===== src/rtl/inst_fetch_ctrl_pkg.sv =====
// Shared definitions for the instruction fetch controller and its decode peer:
// FSM state encoding, the halt instruction word and the default PC width.
package inst_fetch_ctrl_pkg;

    localparam int unsigned ADDR_W_DEF = 8;
    localparam logic [31:0] HALT_INST  = 32'hFFFF_FFFF;

    typedef enum logic [1:0] {
        ST_IDLE   = 2'd0,
        ST_RUN    = 2'd1,
        ST_HALTED = 2'd2
    } fetch_state_e;

    function automatic logic is_halt(input logic [31:0] word);
        return word == HALT_INST;
    endfunction

endpackage


===== src/rtl/inst_fetch_ctrl_if.sv =====
// Fetch-side bundle: instruction memory port, redirect, and the decode handshake.
// master = fetch controller, slave = memory/decode/control environment.
interface inst_fetch_ctrl_if;
    logic        start;
    logic [31:0] imem_addr;
    logic [31:0] imem_data;
    logic        redirect_valid;
    logic [31:0] redirect_pc;
    logic        out_valid;
    logic        out_ready;
    logic [31:0] out_inst;
    logic [31:0] out_pc;
    logic        busy;
    logic [31:0] fetch_count;

    modport master (
        input  start, imem_data, redirect_valid, redirect_pc, out_ready,
        output imem_addr, out_valid, out_inst, out_pc, busy, fetch_count
    );

    modport slave (
        output start, imem_data, redirect_valid, redirect_pc, out_ready,
        input  imem_addr, out_valid, out_inst, out_pc, busy, fetch_count
    );
endinterface


===== src/rtl/inst_fetch_ctrl.sv =====
// Instruction fetch controller: PC sequencing over a combinational-read memory,
// one-entry registered output stage with valid/ready, redirect and halt handling.
module inst_fetch_ctrl
    import inst_fetch_ctrl_pkg::*;
#(
    parameter int unsigned       ADDR_W   = ADDR_W_DEF,
    parameter logic [ADDR_W-1:0] RESET_PC = '0
) (
    input  logic               clk,
    input  logic               rst_n,
    inst_fetch_ctrl_if.master  bus
);

    fetch_state_e      state_q;
    logic [ADDR_W-1:0] pc_q;
    logic [ADDR_W-1:0] out_pc_q;
    logic [31:0]       out_inst_q;
    logic              out_valid_q;
    logic [31:0]       fetch_count_q;

    logic handshake;
    logic stage_free;
    logic unused_redirect_hi;

    assign handshake  = out_valid_q && bus.out_ready;
    assign stage_free = !out_valid_q || bus.out_ready;

    // Redirect targets wider than the memory wrap silently into it.
    assign unused_redirect_hi = ^bus.redirect_pc[31:ADDR_W];

    always_ff @(posedge clk or negedge rst_n) begin
        if (!rst_n) begin
            state_q       <= ST_IDLE;
            pc_q          <= RESET_PC;
            out_pc_q      <= '0;
            out_inst_q    <= '0;
            out_valid_q   <= 1'b0;
            fetch_count_q <= '0;
        end else begin
            if (handshake) begin
                fetch_count_q <= fetch_count_q + 32'd1;
            end
            case (state_q)
                ST_RUN: begin
                    if (bus.redirect_valid) begin
                        pc_q        <= bus.redirect_pc[ADDR_W-1:0];
                        out_valid_q <= 1'b0;
                    end else if (stage_free) begin
                        out_inst_q  <= bus.imem_data;
                        out_pc_q    <= pc_q;
                        out_valid_q <= 1'b1;
                        pc_q        <= pc_q + ADDR_W'(1);
                        if (is_halt(bus.imem_data)) begin
                            state_q <= ST_HALTED;
                        end
                    end
                end
                default: begin
                    // IDLE and HALTED: only start matters; a halted word drains normally.
                    if (bus.start) begin
                        state_q     <= ST_RUN;
                        pc_q        <= RESET_PC;
                        out_valid_q <= 1'b0;
                        out_inst_q  <= '0;
                        out_pc_q    <= '0;
                    end else if (handshake) begin
                        out_valid_q <= 1'b0;
                    end
                end
            endcase
        end
    end

    assign bus.imem_addr   = {{(32-ADDR_W){1'b0}}, pc_q};
    assign bus.out_pc      = {{(32-ADDR_W){1'b0}}, out_pc_q};
    assign bus.out_inst    = out_inst_q;
    assign bus.out_valid   = out_valid_q;
    assign bus.busy        = (state_q == ST_RUN);
    assign bus.fetch_count = fetch_count_q;

endmodule


===== src/flat_wrapper.sv =====
// flat-port wrapper written by rule: the top's interface ports become plain ports
module inst_fetch_ctrl_flat import inst_fetch_ctrl_pkg::*;
#(
    parameter int unsigned       ADDR_W   = ADDR_W_DEF,
    parameter logic [ADDR_W-1:0] RESET_PC = '0
)
  (clk, rst_n, bus_start, bus_imem_data, bus_redirect_valid, bus_redirect_pc, bus_out_ready, bus_imem_addr, bus_out_valid, bus_out_inst, bus_out_pc, bus_busy, bus_fetch_count);
  inst_fetch_ctrl_if bus_i ();
  input  logic clk;
  input  logic rst_n;
  input wire logic [$bits(bus_i.start)-1:0] bus_start;
  input wire logic [$bits(bus_i.imem_data)-1:0] bus_imem_data;
  input wire logic [$bits(bus_i.redirect_valid)-1:0] bus_redirect_valid;
  input wire logic [$bits(bus_i.redirect_pc)-1:0] bus_redirect_pc;
  input wire logic [$bits(bus_i.out_ready)-1:0] bus_out_ready;
  output wire logic [$bits(bus_i.imem_addr)-1:0] bus_imem_addr;
  output wire logic [$bits(bus_i.out_valid)-1:0] bus_out_valid;
  output wire logic [$bits(bus_i.out_inst)-1:0] bus_out_inst;
  output wire logic [$bits(bus_i.out_pc)-1:0] bus_out_pc;
  output wire logic [$bits(bus_i.busy)-1:0] bus_busy;
  output wire logic [$bits(bus_i.fetch_count)-1:0] bus_fetch_count;
  assign bus_i.start = bus_start;
  assign bus_i.imem_data = bus_imem_data;
  assign bus_i.redirect_valid = bus_redirect_valid;
  assign bus_i.redirect_pc = bus_redirect_pc;
  assign bus_i.out_ready = bus_out_ready;
  assign bus_imem_addr = bus_i.imem_addr;
  assign bus_out_valid = bus_i.out_valid;
  assign bus_out_inst = bus_i.out_inst;
  assign bus_out_pc = bus_i.out_pc;
  assign bus_busy = bus_i.busy;
  assign bus_fetch_count = bus_i.fetch_count;
  inst_fetch_ctrl #(.ADDR_W(ADDR_W), .RESET_PC(RESET_PC)) u_core (.clk(clk), .rst_n(rst_n), .bus(bus_i));
endmodule

===== config.mk =====
export PLATFORM = sky130hd
export DESIGN_NAME = inst_fetch_ctrl_flat
export DESIGN_NICKNAME = d
export VERILOG_FILES = /design/src/rtl/inst_fetch_ctrl_pkg.sv /design/src/rtl/inst_fetch_ctrl_if.sv /design/src/rtl/inst_fetch_ctrl.sv /design/src/flat_wrapper.sv
export SDC_FILE = /design/constraint.sdc
export NUM_CORES = 1
export LEC_CHECK = 0
export CORE_UTILIZATION = 40
export DETAILED_ROUTE_END_ITERATION = 10
export GPL_TIMING_DRIVEN = 0
export PLACE_DENSITY = 0.8
export SLEW_MARGIN = 25
export SYNTH_ARGS = -nofsm -noshare
export SYNTH_HDL_FRONTEND = slang
export SYNTH_SLANG_ARGS = --single-unit

===== constraint.sdc =====
create_clock -name clk -period 2 [get_ports clk]
set_clock_uncertainty 0.15 [all_clocks]
set_input_delay 0.3 -clock clk [delete_from_list [all_inputs] [get_ports clk]]
set_output_delay 0.3 -clock clk [all_outputs]
set_load 0.03 [all_outputs]

After elaboration in Yosys (flattened, before gate mapping)
Cells that the tools add are included.

operators by class
  add/sub/neg operators = 2
  equality and inequality tests = 6
  muxes and demuxes = 21
  reduce and logical (&&, ||, !) cells = 9

operator list
  kind                                                                    count
  32-bit 2-to-1 mux                                                       4
  8-bit 2-to-1 mux                                                        7
  32-bit by 1-bit adder with 32-bit output (second input constant)        1
  32-bit equality test (second input constant)                            1
  2-bit 2-to-1 mux                                                        5
  8-bit by 1-bit adder with 8-bit output (second input constant)          1
  1-bit 2-to-1 mux                                                        5
  2-bit by 1-bit != test with 1-bit output (second input constant)        2
  2-bit AND reduction                                                     2
  4-bit AND reduction                                                     1
  3-bit by 2-bit != test with 1-bit output (second input constant)        1
  3-bit AND reduction                                                     1
  3-bit nonzero test                                                      1
  2-bit by 1-bit equality test with 1-bit output (second input constant)  1
  2-bit != test (second input constant)                                   1
  2-bit nonzero test                                                      1
  1-bit logical AND                                                       1
  1-bit zero test                                                         1
  1-bit logical OR                                                        1

word-level totals
  register bits after elaboration = 83
  output and inout bits = 130
  logic and storage cells = 44

Depth between registers and ports, before layout
  depth after elaboration = 5
  depth in mapped cells = 7
  mapped depth without buffers = 6

Least setup slack after synthesis
OpenSTA, ideal clock, no wires.

  path type = register -> register
  from = register u_core.fetch_count_q[0], in the netlist u_core.bus.fetch_count[0]
  to = register u_core.fetch_count_q[18], in the netlist u_core.bus.fetch_count[18]
  slack = 0.036 ns
  stages on the path, launching flop included = 6
  library setup time = 0.134 ns
  buffers on the path = 0
  arrival = 1.680 ns
  required time = 1.716 ns
  cells stage by stage = dfrtp_1 -> ha_1 -> nand4_1 -> nor4_4 -> nand4_1 -> xnor2_1

on the way
  word-level cells in the longest chain between the ends = 1

ends and longest elaborated chain
  what                                      RTL line               text
  start: declaration                        inst_fetch_ctrl.sv:19  logic [31:0] fetch_count_q;
  start signal: assignment                  inst_fetch_ctrl.sv:41  fetch_count_q <= fetch_count_q + 32'd1;
  32-bit by 1-bit adder with 32-bit output  inst_fetch_ctrl.sv:41

No other way between the ends.
A chain may end at the register's enable or synchronous reset.

Final worst setup path
  from = register u_core.pc_q[5]
  to = output port bus_imem_addr[5]

RTL lines
  what                      RTL line               text
  start: declaration        inst_fetch_ctrl.sv:15  logic [ADDR_W-1:0] pc_q;
  start signal: assignment  inst_fetch_ctrl.sv:46  pc_q <= bus.redirect_pc[ADDR_W-1:0];
  start signal: assignment  inst_fetch_ctrl.sv:52  pc_q <= pc_q + ADDR_W'(1);
  end: declaration          flat_wrapper.sv:16     output wire logic [$bits(bus_i.imem_addr)-1:0] bus_imem_addr;

No word-level cell between the ends.

==> metrics.cfg <==
[timing]
setup_viol_count_final=0
layout_min_cycle_time_ns=1.952
hold_violations=0
holdWs_ns=0.3371
fmax_ghz=0.5124
report.final.slew_viol_count=0
post-route-period-util_pct=97.58
grt_setup_unrepaired=false

[drt]
detail-route-antenna-nets=0
drcViolationCount=0
route.detailed.wl_per_inst_microns=14.47
drtPass1Iterations=4
initialDrtViolationCount=78
vias=3203
drt-total-wl_mm=9.725
drt-vias-per-instance=4.766

[logic_synthesis]
synth-seq-cells=83
ys_seq_area_share_pct=52.90
synth_cell_type_count=40
synth_top_area_share_pct=52.90
netlist_area_sq_um=3926
yosysTopAreaCell=sky130_fd_sc_hd__dfrtp_1
ys_top_cells_by_area=sky130_fd_sc_hd__dfrtp_1, sky130_fd_sc_hd__buf_4, sky130_fd_sc_hd__a22o_1
synth.avg_cell_area_sq_um=11.19
syn_inst=351
yosysWarnings=0

[floorplan]
placeableCoreArea_sq_um=9371
die-width_microns=101.1
dieHeight_microns=101.1
initial_core_util_pct=41.90
dieArea_sq_um=10220
rows=35
io_pins=199

[worst_setup_path]
cp.buffers_inverters=1
startpoint=u_core.pc_q[5]$_DFFE_PN0P_
worst_setup_path_start_kind=flip-flop
critical_path.cell_chain=clkdlybuf4s50_1
critPathTopFamily=buffers and inverters
slowest_stage=sky130_fd_sc_hd__clkdlybuf4s50_1
worstReg2RegStart=u_core.state_q[1]$_DFFE_PN0P_
critical_path_class=reg2out
end_kind=output pin
cp.required_ns=1.55
maximum_cell_stage_delay_along_the_critical_path_ns=0.71
critPathMaxFanout=7
critPathArrivalTime_ns=1.50

[placement]
port_buffer_count=126
post-place-cells=654
globalplace.congestion=0.7883
dp.final_hpwl_mm=7.300

[job]
max-cap-violations=0

[clock_tree]
clkLatencyLatePin_ns=0.34
clock_sinks=83
clockBufferDepth=2
level_count_of_the_clock_h_tree=3
cts_tree=done
clk_pin_slew_ns=0.08
cts-root-buf=sky130_fd_sc_hd__clkbuf_8
cts_buffers=9

[run_status]
outcome=completed

[global_route]
grt_pass1_wl_mm=15.51
largest_net_degree_at_the_start_of_global_routing=49
antenna_violations_before_repair=0
number_of_global_route_vias_before_repair=3195
gr-total-overflow=0
groute.usage.overall_pct=19.41

[power_and_ir_drop]
clockPowerShare_pct=26.9
net_switching_component_of_the_power_uw=1577
switching_fraction_of_total_power_pct=32.72
power.share.combinational_pct=30.3
sequentialPowerShare_pct=42.8
power.leakage_uw=0.002761
power_density_over_the_cells_nw_per_um2=830.0
internal_power_uw=3242
vdd.ir_drop.worst_v=0.0004118

[cells_and_area]
n_antenna_cell=0
mostFrequentLayoutCells=sky130_fd_sc_hd__clkdlybuf4s50_1, sky130_fd_sc_hd__dfrtp_1, sky130_fd_sc_hd__buf_4, sky130_fd_sc_hd__conb_1, sky130_fd_sc_hd__a22o_1
final-instance-count-excl-fill=672
area.growth.synth_to_final_pct=47.86
most_common_cell_after_layout_fill_and_taps_aside=sky130_fd_sc_hd__clkdlybuf4s50_1
post_route_cells_drive_above_1_share_pct=15.47
fin_nets=610

[min_path]
worst_hold_path_type=in2async

-- layer usage --
| metal | track usage (%) | up-vias | wire length (microns) |
|---|---|---|---|
| li1 | - | 1535 | - |
| met1 | 26.66 | 1534 | 4535 |
| met2 | 31.55 | 126 | 4551 |
| met3 | 3.467 | 8 | 574 |
| met4 | 5.351 | 0 | 64 |
| met5 | 0 | - | 0 |
-- worst paths after layout --
check                                                         end  slack [ns]  depth (start not counted)
min in group clk           u_core.bus.fetch_count[31]$_DFFE_PN0P_        0.34                          1
hold reg to reg            u_core.bus.fetch_count[31]$_DFFE_PN0P_        0.34                          1
max in group asynchronous     u_core.bus.out_inst[17]$_DFFE_PN0P_        0.76                          3
setup / recovery                                 bus_imem_addr[5]        0.05                          1
hold / removal                     u_core.out_pc_q[5]$_DFFE_PN0P_        0.34                          2
setup reg to reg              u_core.bus.out_inst[27]$_DFFE_PN0P_        0.07                          6
-- cell usage after synthesis, drive strengths merged --
library cell,count
inv,4
nand4b,1
a21oi,3
o21ai,13
nand2b,2
nor3,5
nor2b,1
and2,3
mux2,1
nor2,12
o22ai,1
xnor2,25
nor3b,1
buf,59
or4,1
a41oi,1
a31oi,2
nand4,21
a22o,40
and3,6
o21a,1
nand3,19
nand2,20
xor2,6
or2,2
conb,1
a22oi,2
ha,2
mux2i,1
clkbuf,2
dfrtp,83
nor4,5
o31a,2
or3b,1
and4,1
o31ai,1
-- power by group through the flow --
stage / sequential [uW] / clock (uW) / combinational, uW
5_1_grt: 2090 / 1400 / 1550
3_3_place_gp: 2080 / 0 / 1420
3_5_place_dp: 2090 / 0 / 1470
2_1_floorplan: 2440 / 0 / 464
4_1_cts: 2060 / 1320 / 1470
6_report: 2060 / 1300 / 1460
-- cell type report --
class                      count  area, sq um
clock buffer                  13        148.9
tap                          129        161.4
multi-input combinational    250         1595
clock inverter                 2        60.06
inverter                       4        15.01
fill                         805         3566
buffer                        61        422.9
timing repair buffer         130         1325
sequential                    83         2077
-- kinds of logic after synthesis --
group                    count (synthesis)  synth area share (%)
XOR/XNOR                                31                 6.915
AO/OA/AOI/OAI                           66                 12.87
flip-flops                              83                 52.90
buffers and inverters                   65                 11.15
multiplexers                             2                0.5417
adder cells (fa/ha/maj)                  2                0.6372
AND/OR/NAND/NOR                        101                 14.88
other                                    1               0.09551
-- timing repair --
item                                   4_1_cts  5_1_grt
setup buffers                                2        0
endpoints found under the hold margin       35        0
resized for setup                            4       10
hold buffers                                 1        0
pin swaps                                    1        0
setup endpoints to repair                   52       18
-- per-stage QoR --
stage	cell area [sq um]	worst slack, ns	TNS (ns)	total power (uW)	util (%)
after global placement	5525	-2.335	-216.31	3509	58.96
after floorplan	4103	0.03571	0	2905	-
after CTS	5779	0.01838	0	4846	61.67
after global routing	5806	0.0004783	0	5037	61.95
after detailed placement	5550	-0.4522	-24.65	3553	59.23
final	5806	0.04849	0	4819	61.95
-- sequential cells by signal, indices dropped and copies added (netlist names) --
name	count
u_core.bus.fetch_count	32
u_core.bus.out_valid	1
u_core.pc_q	8
u_core.state_q	2
u_core.out_pc_q	8
u_core.bus.out_inst	32
No activity file was read; power rests on OpenSTA's default activity.
